## config.mk

```make
export PLATFORM = sky130hd
export DESIGN_NAME = vc_input_buffer
export DESIGN_NICKNAME = d
export VERILOG_FILES = /design/src/rtl/vc_input_buffer.sv
export SDC_FILE = /design/constraint.sdc
export NUM_CORES = 1
export LEC_CHECK = 0
export CAP_MARGIN = 10
export CORE_ASPECT_RATIO = 0.6
export CORE_MARGIN = 2
export CORE_UTILIZATION = 30
export CTS_BUF_LIST = sky130_fd_sc_hd__clkbuf_16
export CTS_CLUSTER_SIZE = 28
export DETAILED_ROUTE_END_ITERATION = 10
export HOLD_SLACK_MARGIN = 0.06
export PLACE_DENSITY = 0.58
export RECOVER_POWER = 25
export SLEW_MARGIN = 30
export SYNTH_ARGS = -nofsm -noshare
export SYNTH_HDL_FRONTEND = slang
export SYNTH_SLANG_ARGS = --single-unit
```

## constraint.sdc

```tcl
create_clock -name clk -period 2.7 [get_ports clk]
set_input_delay 0.54 -clock clk [delete_from_list [all_inputs] [get_ports clk]]
set_output_delay 0.54 -clock clk [all_outputs]
set_load 0.03 [all_outputs]
```

## src/rtl/vc_input_buffer.sv

```systemverilog
`default_nettype none
// +--------------------------------------------------------------------------+
// | vc_input_buffer: per-VC FIFOs sharing one RAM, registered read port.     |
// | Rev 1.0                                                                  |
// +--------------------------------------------------------------------------+
module vc_input_buffer #(
  parameter int DATA_WIDTH = 16,
  parameter int DEPTH      = 8,
  parameter int VC_COUNT   = 2,
  localparam int PTR_W     = $clog2(DEPTH),
  localparam int VC_W      = (VC_COUNT > 1) ? $clog2(VC_COUNT) : 1,
  localparam int ADDR_W    = VC_W + PTR_W
) (
  input  logic                  clk,
  input  logic                  reset,
  input  logic [DATA_WIDTH-1:0] buf_data_i,
  input  logic                  buf_write_i,
  input  logic [VC_W-1:0]       buf_wvc_i,
  input  logic                  buf_read_i,
  input  logic [VC_W-1:0]       buf_rvc_i,
  output logic [VC_COUNT-1:0]   buf_empty_o,
  output logic [VC_COUNT-1:0]   buf_full_o,
  output logic                  buf_valid_o,
  output logic [DATA_WIDTH-1:0] buf_data_o,
  output logic [VC_W-1:0]       buf_vc_o,
  output logic                  buf_overflow_o,
  output logic                  buf_underflow_o,
  output logic [ADDR_W-1:0]     buf_ram_raddr_o,
  output logic [ADDR_W-1:0]     buf_ram_waddr_o
);

  localparam logic [PTR_W:0] FULL_CNT = (PTR_W+1)'(DEPTH);

  logic [DATA_WIDTH-1:0] mem [0:(2**ADDR_W)-1];

  logic [PTR_W-1:0]    rptr  [VC_COUNT];
  logic [PTR_W-1:0]    wptr  [VC_COUNT];
  logic [PTR_W:0]      count [VC_COUNT];

  logic [VC_COUNT-1:0] wr_sel;
  logic [VC_COUNT-1:0] rd_sel;
  logic [VC_COUNT-1:0] wr_acc;
  logic [VC_COUNT-1:0] rd_acc;
  logic [PTR_W-1:0]    wptr_sel;
  logic [PTR_W-1:0]    rptr_sel;
  logic [ADDR_W-1:0]   waddr;
  logic [ADDR_W-1:0]   raddr;
  logic                any_wr;
  logic                any_rd;

  // Out-of-range VC indices match no lane, so they fall through as no-ops.
  always_comb begin
    wr_sel   = '0;
    rd_sel   = '0;
    wptr_sel = '0;
    rptr_sel = '0;
    for (int v = 0; v < VC_COUNT; v++) begin
      if (buf_write_i && (buf_wvc_i == VC_W'(v))) begin
        wr_sel[v] = 1'b1;
        wptr_sel  = wptr[v];
      end
      if (buf_read_i && (buf_rvc_i == VC_W'(v))) begin
        rd_sel[v] = 1'b1;
        rptr_sel  = rptr[v];
      end
    end
  end

  for (genvar v = 0; v < VC_COUNT; v++) begin : g_flags
    assign buf_empty_o[v] = (count[v] == '0);
    assign buf_full_o[v]  = (count[v] == FULL_CNT);
  end

  // Flags come from registered counts: no empty bypass, no full pass-through.
  assign wr_acc = wr_sel & ~buf_full_o;
  assign rd_acc = rd_sel & ~buf_empty_o;
  assign any_wr = |wr_acc;
  assign any_rd = |rd_acc;
  assign waddr  = {buf_wvc_i, wptr_sel};
  assign raddr  = {buf_rvc_i, rptr_sel};

  always_ff @(posedge clk) begin
    if (reset && any_wr) begin
      mem[waddr] <= buf_data_i;
    end
  end

  always_ff @(posedge clk) begin
    if (!reset) begin
      for (int v = 0; v < VC_COUNT; v++) begin
        rptr[v]  <= '0;
        wptr[v]  <= '0;
        count[v] <= '0;
      end
      buf_valid_o     <= 1'b0;
      buf_data_o      <= '0;
      buf_vc_o        <= '0;
      buf_overflow_o  <= 1'b0;
      buf_underflow_o <= 1'b0;
      buf_ram_raddr_o <= '0;
      buf_ram_waddr_o <= '0;
    end else begin
      for (int v = 0; v < VC_COUNT; v++) begin
        if (wr_acc[v]) wptr[v] <= wptr[v] + 1'b1;
        if (rd_acc[v]) rptr[v] <= rptr[v] + 1'b1;
        if (wr_acc[v] && !rd_acc[v]) begin
          count[v] <= count[v] + 1'b1;
        end else if (rd_acc[v] && !wr_acc[v]) begin
          count[v] <= count[v] - 1'b1;
        end
      end
      buf_valid_o <= any_rd;
      if (any_rd) begin
        buf_data_o      <= mem[raddr];
        buf_vc_o        <= buf_rvc_i;
        buf_ram_raddr_o <= raddr;
      end
      if (any_wr) begin
        buf_ram_waddr_o <= waddr;
      end
      if (|(wr_sel & buf_full_o))  buf_overflow_o  <= 1'b1;
      if (|(rd_sel & buf_empty_o)) buf_underflow_o <= 1'b1;
    end
  end

endmodule
`default_nettype wire

```

# ---- After elaboration in Yosys (flattened, before gate mapping)
# Memories as Yosys holds them, arrays and structs flattened. A register that Yosys moved wholly into a read port is not among the register bits.
# Index checks and enable logic that the tools add are counted.
dict set report op_classes {
  n_addsub 8
  mul 0
  n_div 0
  n_lt_le_gt_ge 0
  n_eq_ne 2
  shifts 0
  n_mux 45
  bitwise_logic 16
  reduce_logical 20
}
# op count
set op_table {}
lappend op_table {{2-to-1 mux 1 bit} 33}
lappend op_table {{2-to-1 mux 3 bit} 8}
lappend op_table {{2-to-1 mux 4 bit} 4}
lappend op_table {{adder 3 x 1 -> 3 bit, second input constant} 4}
lappend op_table {{logical AND 1 bit} 9}
lappend op_table {{adder 4 x 1 -> 4 bit, second input constant} 2}
lappend op_table {{AND 2 bit} 4}
lappend op_table {{== test 4 bit, second input constant} 2}
lappend op_table {{zero test 4 bit} 2}
lappend op_table {{bitwise OR 1 bit} 8}
lappend op_table {{OR reduction 2 bit} 4}
lappend op_table {{subtractor 4 x 1 -> 4 bit, second input constant} 2}
lappend op_table {{zero test 1 bit} 5}
lappend op_table {{NOT 2 bit} 2}
lappend op_table {{NOT 1 bit} 2}
dict set report totals {
  regBits 12
  latch_bits 0
  ram_bits 276
  mem_bits_ro 0
  word_cells 101
  mem_count 4
}
# memory words width rd rd_clocked_by_memory_dff wr line_no
set mem_list {}
lappend mem_list {mem 16 16 1 1 1 34} ;# logic [DATA_WIDTH-1:0] mem [0:(2**ADDR_W)-1];
lappend mem_list {count 2 4 2 0 2 38} ;# logic [PTR_W:0] count [VC_COUNT];
lappend mem_list {rptr 2 3 2 0 2 36} ;# logic [PTR_W-1:0] rptr [VC_COUNT];
lappend mem_list {wptr 2 3 2 0 2 37} ;# logic [PTR_W-1:0] wptr [VC_COUNT];

# ---- Logic depth before layout (Yosys ltp)
dict set report depth {
  ltp_word 11
  depth_mapped 11
}

# ---- Worst setup path after synthesis
# Ideal clock, no wire load.
dict set report synth_timing {
  kind {flip-flop to flip-flop}
  startpoint {mem count[1][0] in the netlist's numbering}
  endpoint {mem mem[15][0], enable pin}
  setup_time_ns 0.388
  arrival_ns 2.586
  setup_slack_ns -0.274
  stages_incl_launch_ff 9
  path_buffers 0
  period_less_slack_ns 2.974
  path_cell_list {edfxtp_1 inv_1 ha_1 nand3b_1 inv_1 o22ai_1 nand2_1 or3_1 nor2_1}
}
# element line_no
set synth_lines {}
lappend synth_lines {{from (decl)} 38}
lappend synth_lines {{to (decl)} 34}

==> results.md <==
- Synth Area in Adders: 0.00960
- Die Wd: approximately 270 microns
- Synth area leader: edfxtp_1
- Max IR drop VDD: 425 uV
- FFs w/ async S/R, synth: 0
- Total GRT Usage: 0.158
- Maxcap violations: 0
- Overall power after layout: about 10,000 uW
- Sequential area share after synthesis: 0.705
- Minimum clock period: around 2.6 ns
- CTS max path bufs: 3
- Seq cells post-synth: 303
- Gr ovfl total: 0
- CP startpoint kind: register
- Avg Cell Area, Syn: 14.3 sq um
- Post-Route WL: ~34 mm
- WP data required: 2.16 ns
- Hold Path Class: in2reg
- Setup CP Type: reg2out
- Syn nets: a little over 900
- Hold_buf cts: 0
- Final ANT Viol Nets: 0
- Gp weighted congestion: 0.860
- Total die area: 43,400 sq um
- Library cells used by synthesis: 53
- Vias in the first global route: approximately 8.0k
- Yosys warns: 0
- Starting density of the core: 0.307
- Io pins: 54
- Count of pins over their slew limit: 0
- Worst-Margin Slew: 0.666 ns
- H-tree levels: 1
- Leak: 0.00548 uW
- PortBufs: 53
- Clock Latency Late Sink: 0.56 ns
- Endpoint class of the critical path: output port
- Row count: 57
- Area growth syn-to-layout: 24.7%
- Setup Skew: 0.0197 ns
- CTS Root Cell: clkbuf_16
- Final TNS setup: 0 ns
- Die extent in y: 162 microns
- Largest net degree at the start of global routing: 60
- Power Density: between 600 and 700 nW/um^2
- Count leader, synth: edfxtp_1
- Simple-Gate Fraction of Synth Area: 0.105
- Final hold viol count: 0
- DR pass1 iterations: 5
- Clock sink total: between 300 and 400
- First-pass GRT wire length: 51.5 mm
- Most used DFF post-synth: edfxtp_1
- Diodes inserted: 0
- Share of cells above drive strength 1: 0.190
- CTS buffer count: 28
- Dpl hpwl: 22.0 mm
- R2R cell count: 11
- Final Cycle Share: 0.970
- Clock transition at the registers of the reported paths: 0.06 ns
- Fill cells: 3,821
- Post-Synth XOR/XNOR Area: 0.00490
- Min setup slack post-route: 0.0813 ns
- Synthesized area: roughly 13,000 sq um
- Synth Area in Compound Gates: 0.112
- Drt initial violations: 949
- Hold path cells: 3
- Initial antenna violation count: 0
- Vias: 8,245
- Total core area: 40,800 sq um
- RSZ-0062 raised after global routing: no
- Drt wl/cell: 21.2 microns
- Post-synth top cells: edfxtp_1, a211oi_1, and3_1
- EDFF count, synth: around 280
- Slew headroom: 0.554
- Post-synthesis mux area share: 0.0299
- Vias per Instance: 5.17
- Top achievable clock speed: 0.382 GHz
- Main combinational cell family by area after synthesis: compound AO/OA/AOI/OAI gates
- Clock tree from TritonCTS: built
- Residual DRC: 0
- Yosys top cell area share: 0.662
- Final Net Count: around 1.0k
- Place WS: -0.181 ns
- Cells after Synth: 875
- # setup viols final: 0
- Status: finished, final reports clean
- Data arrival time of the worst path: 2.08 ns
- Critical Path Fanout Max: 5
- Synth area leaders: edfxtp_1, a211oi_1, and3_1, dfxtp_1, o21ai_0
==> sequential cells by signal (all words and copies together), names as in the netlist <==
register and count:
buf_vc_o 1, mem 256, wptr 6, buf_valid_o 1, buf_data_o 16, buf_ram_raddr_o 3
rptr 6, buf_overflow_o 1, buf_ram_waddr_o 4, count 8, buf_underflow_o 1
==> layout make-up <==
type                       instances  area (sq um)  share of cell area
inverter                          29           109             0.00697
timing repair buffer             169          1770               0.114
sequential                       303          8830               0.565
clock buffer                      29           726              0.0465
multi-input combinational        481          3340               0.214
clock inverter                    23           134             0.00857
tap                              560           701              0.0449
==> worst max-delay path, stage by stage, from the launching register on <==
cell	delay (ns)
edfxtp_1	0.47
or4b_4	0.56
buf_4	0.16
clkinv_1	0.06
clkdlybuf4s15_2	0.29
==> per-layer routing <==
metal / wire length (microns) / GRT usage / up-vias
met4: 608 / 0.0328 / 0
li1: - / - / 3715
met5: 0 / 0 / -
met2: 13700 / 0.220 / 321
met3: 2970 / 0.0335 / 43
met1: 16500 / 0.249 / 4166
==> power breakdown <==
part / switching (uW) / leakage (uW) / total, uW / internal (uW)
clock: 1710 / 0.000447 / 3740 / 2040
sequential: 94.4 / 0.00274 / 5340 / 5250
combinational: 801 / 0.00229 / 1360 / 563
total: 2600 / 0.00548 / 10500 / 7850
==> timing repair <==
item	CTS	global route
buffers inserted	0	3
resized for setup	10	4
pin swaps	0	1
gates cloned	0	0
endpoints found under the setup margin	4	3
==> stage by stage <==
stage | cell area, sq um | utilization | std cells | hold slack, ns
2_1_floorplan | 12500 | - | 875 | 0.556
3_3_place_gp | 14700 | 0.361 | 1539 | 0.445
3_5_place_dp | 14700 | 0.361 | 1539 | 0.459
4_1_cts | 15600 | 0.382 | 1591 | 0.273
5_1_grt | 15600 | 0.383 | 1594 | 0.298
6_report | 15600 | 0.383 | 1594 | 0.308
==> worst paths after layout <==
check / slack, ns / to / from
max: 0.08 / buf_full_o[0] / count[0][0]
max reg2reg: 0.15 / count[0][3] / count[0][1]
min reg2reg: 0.46 / buf_ram_waddr_o[3] / buf_ram_waddr_o[3]
min: 0.31 / buf_underflow_o / buf_read_i
==> cell families (layout without fill, tap and decap cells) <==
group,Yosys count,count (layout)
adders and majority gates,9,9
xor gates and xnor gates,7,7
DFF,303,303
buffers and inverters,91,250
and+or+nand+nor,232,232
muxes,29,29
AOI/OAI and AO/OA,204,204
==> layout by cell type, fill, tap and decap left out, drive strengths merged, types with 30 or more instances in the layout <==
cell           instances
clkbuf                30
inv                   35
nor2                  41
edfxtp               276
o21ai                 62
nand3                 32
and3                  88
a211oi               101
buf                  118
clkdlybuf4s50         37
Power figures use the tool's default switching activity.
